===== src/rtl/seq_alu.sv =====
// seq_alu - sequential ALU with iterative multiplier and optional divider.
//
// Ports:
//   clk        sole clock, all state changes on the rising edge
//   rst_n      synchronous active-low reset
//   in_valid   request strobe; a transfer happens on in_valid && in_ready
//   in_ready   block can take a request this cycle
//   op[4:0]    op[4]=0: ALU code in op[3:0]
//              op[4]=1: op[1:0] 00 MULT, 01 MULTU, 10 DIV, 11 DIVU
//   a, b       operands (WIDTH bits)
//   out_valid  result is held on hi/lo
//   out_ready  consumer takes the result
//   hi, lo     result: lo = ALU result / product low / quotient,
//              hi = 0 / product high / remainder
//
// ALU codes (op[3:0]): 0 ADD, 1 SUB, 2 AND, 3 OR, 4 XOR, 5 SLT, 6 SLTU,
//   7 SLL, 8 SRL, 9 SRA, 10 COPY_B; 11..15 return hi = lo = 0.
//
// Configuration: define SEQ_ALU_DIV_EN to build the restoring divider.
//   Without it DIV/DIVU complete in one cycle with hi = lo = 0.
module seq_alu #(
  parameter int WIDTH = 32
) (
  input  logic             clk,
  input  logic             rst_n,
  input  logic             in_valid,
  output logic             in_ready,
  input  logic [4:0]       op,
  input  logic [WIDTH-1:0] a,
  input  logic [WIDTH-1:0] b,
  output logic             out_valid,
  input  logic             out_ready,
  output logic [WIDTH-1:0] hi,
  output logic [WIDTH-1:0] lo
);

  localparam int SHW  = $clog2(WIDTH);
  localparam int LAST = WIDTH - 1;

  localparam logic [3:0] ALU_ADD  = 4'd0;
  localparam logic [3:0] ALU_SUB  = 4'd1;
  localparam logic [3:0] ALU_AND  = 4'd2;
  localparam logic [3:0] ALU_OR   = 4'd3;
  localparam logic [3:0] ALU_XOR  = 4'd4;
  localparam logic [3:0] ALU_SLT  = 4'd5;
  localparam logic [3:0] ALU_SLTU = 4'd6;
  localparam logic [3:0] ALU_SLL  = 4'd7;
  localparam logic [3:0] ALU_SRL  = 4'd8;
  localparam logic [3:0] ALU_SRA  = 4'd9;
  localparam logic [3:0] ALU_CPB  = 4'd10;

  typedef enum logic [1:0] {IDLE, BUSY, DONE} state_e;

  state_e             state_q, state_d;
  logic [SHW:0]       cnt_q, cnt_d;
  logic [WIDTH-1:0]   hi_q, hi_d, lo_q, lo_d;
  logic [WIDTH-1:0]   mcand_q;
  logic               negRes_q;
  logic               accept, longOp, isLast;
  logic [SHW-1:0]     shamt;
  logic [WIDTH-1:0]   aluRes, shortLo, aMag, bMag;
  logic               aNeg, bNeg;
  logic [WIDTH:0]     mulSum;
  logic [WIDTH-1:0]   mulHi, mulLo;
  logic [2*WIDTH-1:0] mulFix;

  // Requests that need the iterative datapath; a disabled divider turns
  // DIV/DIVU into single-cycle zero-result ops.
`ifdef SEQ_ALU_DIV_EN
  assign longOp = op[4];
`else
  assign longOp = op[4] & ~op[1];
`endif

  assign accept = in_valid && in_ready;
  assign isLast = (cnt_q == LAST[SHW:0]);
  assign shamt  = b[SHW-1:0];

  // Signed MULT/DIV run on magnitudes; op[0]=0 marks the signed variants.
  assign aNeg = ~op[0] & a[WIDTH-1];
  assign bNeg = ~op[0] & b[WIDTH-1];
  assign aMag = aNeg ? -a : a;
  assign bMag = bNeg ? -b : b;

  // Single-cycle ALU function, all results modulo 2^WIDTH.
  always_comb begin
    aluRes = '0;
    case (op[3:0])
      ALU_ADD:  aluRes = a + b;
      ALU_SUB:  aluRes = a - b;
      ALU_AND:  aluRes = a & b;
      ALU_OR:   aluRes = a | b;
      ALU_XOR:  aluRes = a ^ b;
      ALU_SLT:  aluRes[0] = $signed(a) < $signed(b);
      ALU_SLTU: aluRes[0] = a < b;
      ALU_SLL:  aluRes = a << shamt;
      ALU_SRL:  aluRes = a >> shamt;
      ALU_SRA:  aluRes = $signed(a) >>> shamt;
      ALU_CPB:  aluRes = b;
      default:  aluRes = '0;
    endcase
  end

  assign shortLo = op[4] ? '0 : aluRes;

  // One shift-add step: hi accumulates, lo holds the multiplier and
  // collects product bits from the top as it shifts right.
  assign mulSum = {1'b0, hi_q} + (lo_q[0] ? {1'b0, mcand_q} : '0);
  assign mulHi  = mulSum[WIDTH:1];
  assign mulLo  = {mulSum[0], lo_q[WIDTH-1:1]};
  assign mulFix = negRes_q ? -{mulHi, mulLo} : {mulHi, mulLo};

`ifdef SEQ_ALU_DIV_EN
  logic             isDiv_q, negRem_q;
  logic [WIDTH-1:0] aSave_q;
  logic [WIDTH:0]   divShift, divTrial;
  logic [WIDTH-1:0] divRem, divQuo;

  // One restoring step: hi is the partial remainder, lo shifts the dividend
  // out at the top and the quotient bits in at the bottom.
  always_comb begin
    divShift = {hi_q, lo_q[WIDTH-1]};
    divTrial = divShift - {1'b0, mcand_q};
    if (!divTrial[WIDTH]) begin
      divRem = divTrial[WIDTH-1:0];
      divQuo = {lo_q[WIDTH-2:0], 1'b1};
    end else begin
      divRem = divShift[WIDTH-1:0];
      divQuo = {lo_q[WIDTH-2:0], 1'b0};
    end
  end
`endif

  // State register.
  always_ff @(posedge clk) begin
    if (!rst_n) state_q <= IDLE;
    else        state_q <= state_d;
  end

  // Next state; DONE with out_ready behaves like IDLE so results can
  // stream back to back.
  always_comb begin
    state_d = state_q;
    case (state_q)
      IDLE: if (in_valid) state_d = longOp ? BUSY : DONE;
      BUSY: if (isLast) state_d = DONE;
      DONE: begin
        if (out_ready) state_d = in_valid ? (longOp ? BUSY : DONE) : IDLE;
      end
      default: state_d = IDLE;
    endcase
  end

  // Handshake outputs.
  always_comb begin
    in_ready  = (state_q == IDLE) || (state_q == DONE && out_ready);
    out_valid = (state_q == DONE);
    hi        = hi_q;
    lo        = lo_q;
  end

  // Result/working registers: loaded on accept, stepped while BUSY, with the
  // sign fix-up folded into the last step.
  always_comb begin
    hi_d  = hi_q;
    lo_d  = lo_q;
    cnt_d = cnt_q;
    if (accept) begin
      cnt_d = '0;
      hi_d  = '0;
      lo_d  = longOp ? aMag : shortLo;
    end else if (state_q == BUSY) begin
      cnt_d        = cnt_q + 1'b1;
      {hi_d, lo_d} = isLast ? mulFix : {mulHi, mulLo};
`ifdef SEQ_ALU_DIV_EN
      if (isDiv_q) begin
        if (!isLast) begin
          hi_d = divRem;
          lo_d = divQuo;
        end else if (mcand_q == '0) begin
          hi_d = aSave_q;
          lo_d = '1;
        end else begin
          hi_d = negRem_q ? -divRem : divRem;
          lo_d = negRes_q ? -divQuo : divQuo;
        end
      end
`endif
    end
  end

  always_ff @(posedge clk) begin
    if (!rst_n) begin
      hi_q  <= '0;
      lo_q  <= '0;
      cnt_q <= '0;
    end else begin
      hi_q  <= hi_d;
      lo_q  <= lo_d;
      cnt_q <= cnt_d;
    end
  end

  // Operand side information kept for the whole iterative operation.
  always_ff @(posedge clk) begin
    if (!rst_n) begin
      mcand_q  <= '0;
      negRes_q <= 1'b0;
`ifdef SEQ_ALU_DIV_EN
      isDiv_q  <= 1'b0;
      negRem_q <= 1'b0;
      aSave_q  <= '0;
`endif
    end else if (accept && longOp) begin
      mcand_q  <= bMag;
      negRes_q <= aNeg ^ bNeg;
`ifdef SEQ_ALU_DIV_EN
      isDiv_q  <= op[1];
      negRem_q <= aNeg;
      aSave_q  <= a;
`endif
    end
  end

endmodule


===== config.mk =====
export PLATFORM = sky130hd
export DESIGN_NAME = seq_alu
export DESIGN_NICKNAME = d
export VERILOG_FILES = /design/src/rtl/seq_alu.sv
export SDC_FILE = /design/constraint.sdc
export NUM_CORES = 1
export LEC_CHECK = 0
export ABC_AREA = 1
export CORE_ASPECT_RATIO = 1.5
export CORE_MARGIN = 2
export CORE_UTILIZATION = 60
export CTS_CLUSTER_SIZE = 10
export DETAILED_ROUTE_END_ITERATION = 6
export PLACE_DENSITY = 0.81
export SLEW_MARGIN = 20
export SYNTH_ARGS = -nofsm -noshare
export SYNTH_HDL_FRONTEND = slang
export SYNTH_SLANG_ARGS = --single-unit
export TNS_END_PERCENT = 10

===== constraint.sdc =====
create_clock -name clk -period 4.1 [get_ports clk]
set_clock_uncertainty 0.05 [all_clocks]
set_input_delay 0.82 -clock clk [delete_from_list [all_inputs] [get_ports clk]]
set_output_delay 0.82 -clock clk [all_outputs]
set_load 0.01 [all_outputs]

==> results of run 1 <==
==> through the flow <==
| stage | std cells | hold slack, ns | instance area (um^2) |
|---|---|---|---|
| 3_3_place_gp | 4136 | 0.402 | 21800 |
| 4_1_cts | 4152 | 0.426 | 22100 |
| 2_1_floorplan | 3589 | 0.389 | 19400 |
| 3_5_place_dp | 4136 | 0.411 | 21800 |
==> logic make-up after synthesis <==
logic type	share of synthesized area
buffers and inverters	0.133
adder cells (fa/ha/maj)	0.0891
multiplexers	0.00879
AO/OA/AOI/OAI	0.251
XOR/XNOR	0.0172
flip-flops	0.109
AND/OR/NAND/NOR	0.393
==> metal layers <==
metal,track usage,GRT overflow
met5,0.0606,0
met4,0.670,60
met3,0.396,2
met2,0.843,102
met1,0.657,0
==> results.ini, run 1 <==
[status]
status = did not finish
haltStage = global routing
error = [ERROR GRT-0116] Global routing finished with congestion. Check the congestion regions in the DRC Viewer.

[synth]
netlist_area_um2 = 19400
synthCells = 3589
synth_most_common_cell = nand2_1
yosysWarnings = 0
syn_area_per_cell_um2 = 5.39
synth.distinct_cells = 60
ys_seq_area_frac = 0.109
synth_seq_cells = 105
synthTopCellsByCount = 994 x nand2_1, 490 x inv_1, 376 x nor2_1, 313 x o21ai_0, 267 x a21oi_1
synth-async-reset-ratio = 0
synth_largest_area_cell = nand2_1
syn-num-nets = 3798
ys_top_cells_by_area = nand2_1 19%, dfxtp_1 11%, inv_1 9.5%, ha_1 8.6%, o21ai_0 8.1%
netlist.area_leader.share = 0.193
yosys_most_used_dff = dfxtp_1
synth_edf_count = 0

[placement]
place_worst_setup_slack_ns = -0.173
io_buffers = 138
place.gp.congestion = 1.40
hpwlAfterDp_mm = 76.8

[clocking]
cts_buffer_depth = 2
cts_buffers = 9
cts_setup_buffers = 0
cts_resized = 0
cts_num_sinks = 105
h-tree-depth = 3
hold_buffers = 0
cts_root_buf = clkbuf_16

[global_route]
grt_usage = 0.642
grt_max_degree = 74
grt_pass1_vias = 28400
grt_pass1_wl_mm = 169
grt_overflow = 164

[die]
die_w_um = 151
io_pins = 139
fp.dieH_um = 224
start_util = 0.608
rows = 80

==> run 2, diff against run 1 <==
CORE_ASPECT_RATIO = unset   (was 1.5)
CORE_UTILIZATION = 40   (was 60)
CTS_CLUSTER_SIZE = unset   (was 10)
PLACE_DENSITY = unset   (was 0.81)
PLACE_DENSITY_LB_ADDON = 0.15   (was unset)
==> run 2 against run 1 <==
The flow now finishes, with violations (design-rule violations). Synthesized area did not move. Synthesized cell count did not move.
==> results.ini, run 2 <==
[status]
status = finished, violations left
violations = design-rule violations

[placement]
place.gp.congestion = 1.13
io_buffers = 138
dp_cells = 4517
hpwlAfterDp_mm = 90.7

[timing]
min_period_over_period = 0.961
timing.hold.ws_ns = 0.416
setup_viol = 0
final_hold_viol_count = 0
slew_headroom = 0.344
drv_slew = 0
grt_setup_unrepaired = no
period_needed_ns = 3.94
tightest_slew_ns = 0.968
max_freq_mhz = 254

[clocking]
cts_tree = built
cts_setup_buffers = 0
clkLatencyLatePin_ns = 0.39
cts_buffer_depth = 2
cts_num_sinks = 105
hold_buffers = 0
cts_buffers = 9
h-tree-depth = 3
cts.clk_slew.worst_paths_ns = 0.08
cts_root_buf = clkbuf_16
cts_resized = 0

[synth]
synthTopCellsByCount = 994 x nand2_1, 490 x inv_1, 376 x nor2_1, 313 x o21ai_0, 267 x a21oi_1
yosys.area_share.simple = 0.393
synth.distinct_cells = 60
synthXorXnorAreaFrac = 0.0172
syn_area_per_cell_um2 = 5.39
ys_top_cells_by_area = nand2_1 19%, dfxtp_1 11%, inv_1 9.5%, ha_1 8.6%, o21ai_0 8.1%
synthCells = 3589
netlist_area_um2 = 19400
syn-num-nets = 3798
synthAdderAreaFrac = 0.0891
yosysWarnings = 0
synthMuxAreaShare = 0.00879
synth_largest_area_cell = nand2_1
synth-async-reset-ratio = 0
synth_top_family_by_area = simple AND/OR/NAND/NOR gates
synth-compound-area-share = 0.251
synth_edf_count = 0
ys_seq_area_frac = 0.109
netlist.area_leader.share = 0.193
synth_most_common_cell = nand2_1
synth_seq_cells = 105
yosys_most_used_dff = dfxtp_1

[setup_path]
r2r_cells = 20
worstPathMaxFanout = 7
criticalPathCategory = input port to register
timing.rr.start = lo[0]
crit_arrival_ns = 4.13
crit_required_ns = 4.29
start_kind = input port
end_kind = register
setup.worst_path.start = b[4]

[layout]
syn_to_final_growth_pct = 22.3
final_common_cell = nand2_1
instances_no_fill = 4534
final_net_count = 4122
regArea_um2 = 2100
nFillCells = 5305
layout-drive-gt1-share = 0.117
multiInputGateArea_um2 = 14700
layout_common_cells = 994 x nand2_1, 490 x inv_1, 373 x nor2_1, 314 x buf_4, 313 x o21ai_0

[worst_hold_path]
min-delay-start = cnt_q[5]
hold_depth = 2
hp-class = register to register

[die]
coreArea_um2 = 47700
io_pins = 139
die_area_um2 = 50200
start_util = 0.405
rows = 80
fp.dieH_um = 224
die_w_um = 224

[detailed_routing]
drt_wl_total_mm = 108
num_vias = 25900
via_per_inst = 5.72
dr.pass1.iters = 7
ant_nets = 0
drt_iter0_drc = 3082
wl_per_cell_um = 23.7
post-route-drc-count = 1

[power_and_ir_drop]
p_per_area_nw_per_um2 = 203
peakVddDrop_mv = 0.197
power_leakage_nw = 11.9

[global_route]
grt_max_degree = 58
grt_pass1_vias = 24300
grt_usage = 0.421
grt_pass1_wl_mm = 157
grt_overflow = 0
antenna_found_initial = 2

[flow_run]
drv_cap = 0

## run 2: path summary, 6_finish.rpt
path	end	slack, ns
min reg2reg	cnt_q[5]	0.42
min	cnt_q[5]	0.42
max	lo[30]	0.16
max reg2reg	hi[19]	0.62
## run 2: cell families (layout without fill, tap and decap cells)
kind of cell | Yosys count | after routing
adder cells (fa/ha/maj) | 136 | 136
XOR/XNOR | 38 | 38
multiplexers | 17 | 17
other | 0 | 2
buffers and inverters | 659 | 987
flip-flops | 105 | 105
AND/OR/NAND/NOR | 1797 | 1797
AO/OA/AOI/OAI | 837 | 837
## run 2: report_power, final
part           internal [mW]  switching (mW)
clock                  0.473           0.479
combinational          0.936            1.72
sequential              1.08           0.113
total                   2.49            2.31
## run 2: critical path, stage by stage
cell and delay, ns:
clkdlybuf4s50_1 0.51, inv_2 0.06, ha_1 0.31, buf_4 0.16
nand2_1 0.10, nor3_1 0.50, a21oi_1 0.14, buf_4 0.17
o21ai_0 0.32, buf_4 0.20, nand3_1 0.06, nand2_1 0.14
a21oi_1 0.08, o21ai_0 0.08, nand3_1 0.20, nand2_1 0.15
a21oi_1 0.11
## run 2: metal layers
layer | GRT usage | up-vias | wire length [um]
met5 | 0.0156 | - | 104
met4 | 0.226 | 2 | 6550
met3 | 0.0750 | 265 | 10000
met2 | 0.672 | 1363 | 47000
met1 | 0.536 | 11800 | 43900
li1 | - | 12500 | -
## run 2: metrics by stage
step / utilization / setup TNS (ns) / total power, mW / setup slack (ns) / area (um^2)
after detailed placement: 0.490 / -0.193 / 3.77 / -0.108 / 23400
after floorplan: - / 0 / 2.50 / 0.730 / 19400
after global placement: 0.490 / -0.309 / 3.79 / -0.161 / 23400
after CTS: 0.496 / 0 / 4.72 / 0.261 / 23700
final: 0.496 / 0 / 4.81 / 0.159 / 23700
after global routing: 0.496 / 0 / 5.02 / 0.0739 / 23700
## run 2: cell type report
cell class | instances | area share
Multi-Input combinational cell | 2825 | 0.621
Timing Repair Buffer | 461 | 0.165
Clock buffer | 10 | 0.00967
Antenna cell | 2 | 0.000211
Tap cell | 615 | 0.0325
Sequential cell | 105 | 0.0887
Inverter | 511 | 0.0810
Clock inverter | 5 | 0.00238
No activity file was read; power rests on OpenSTA's default activity.
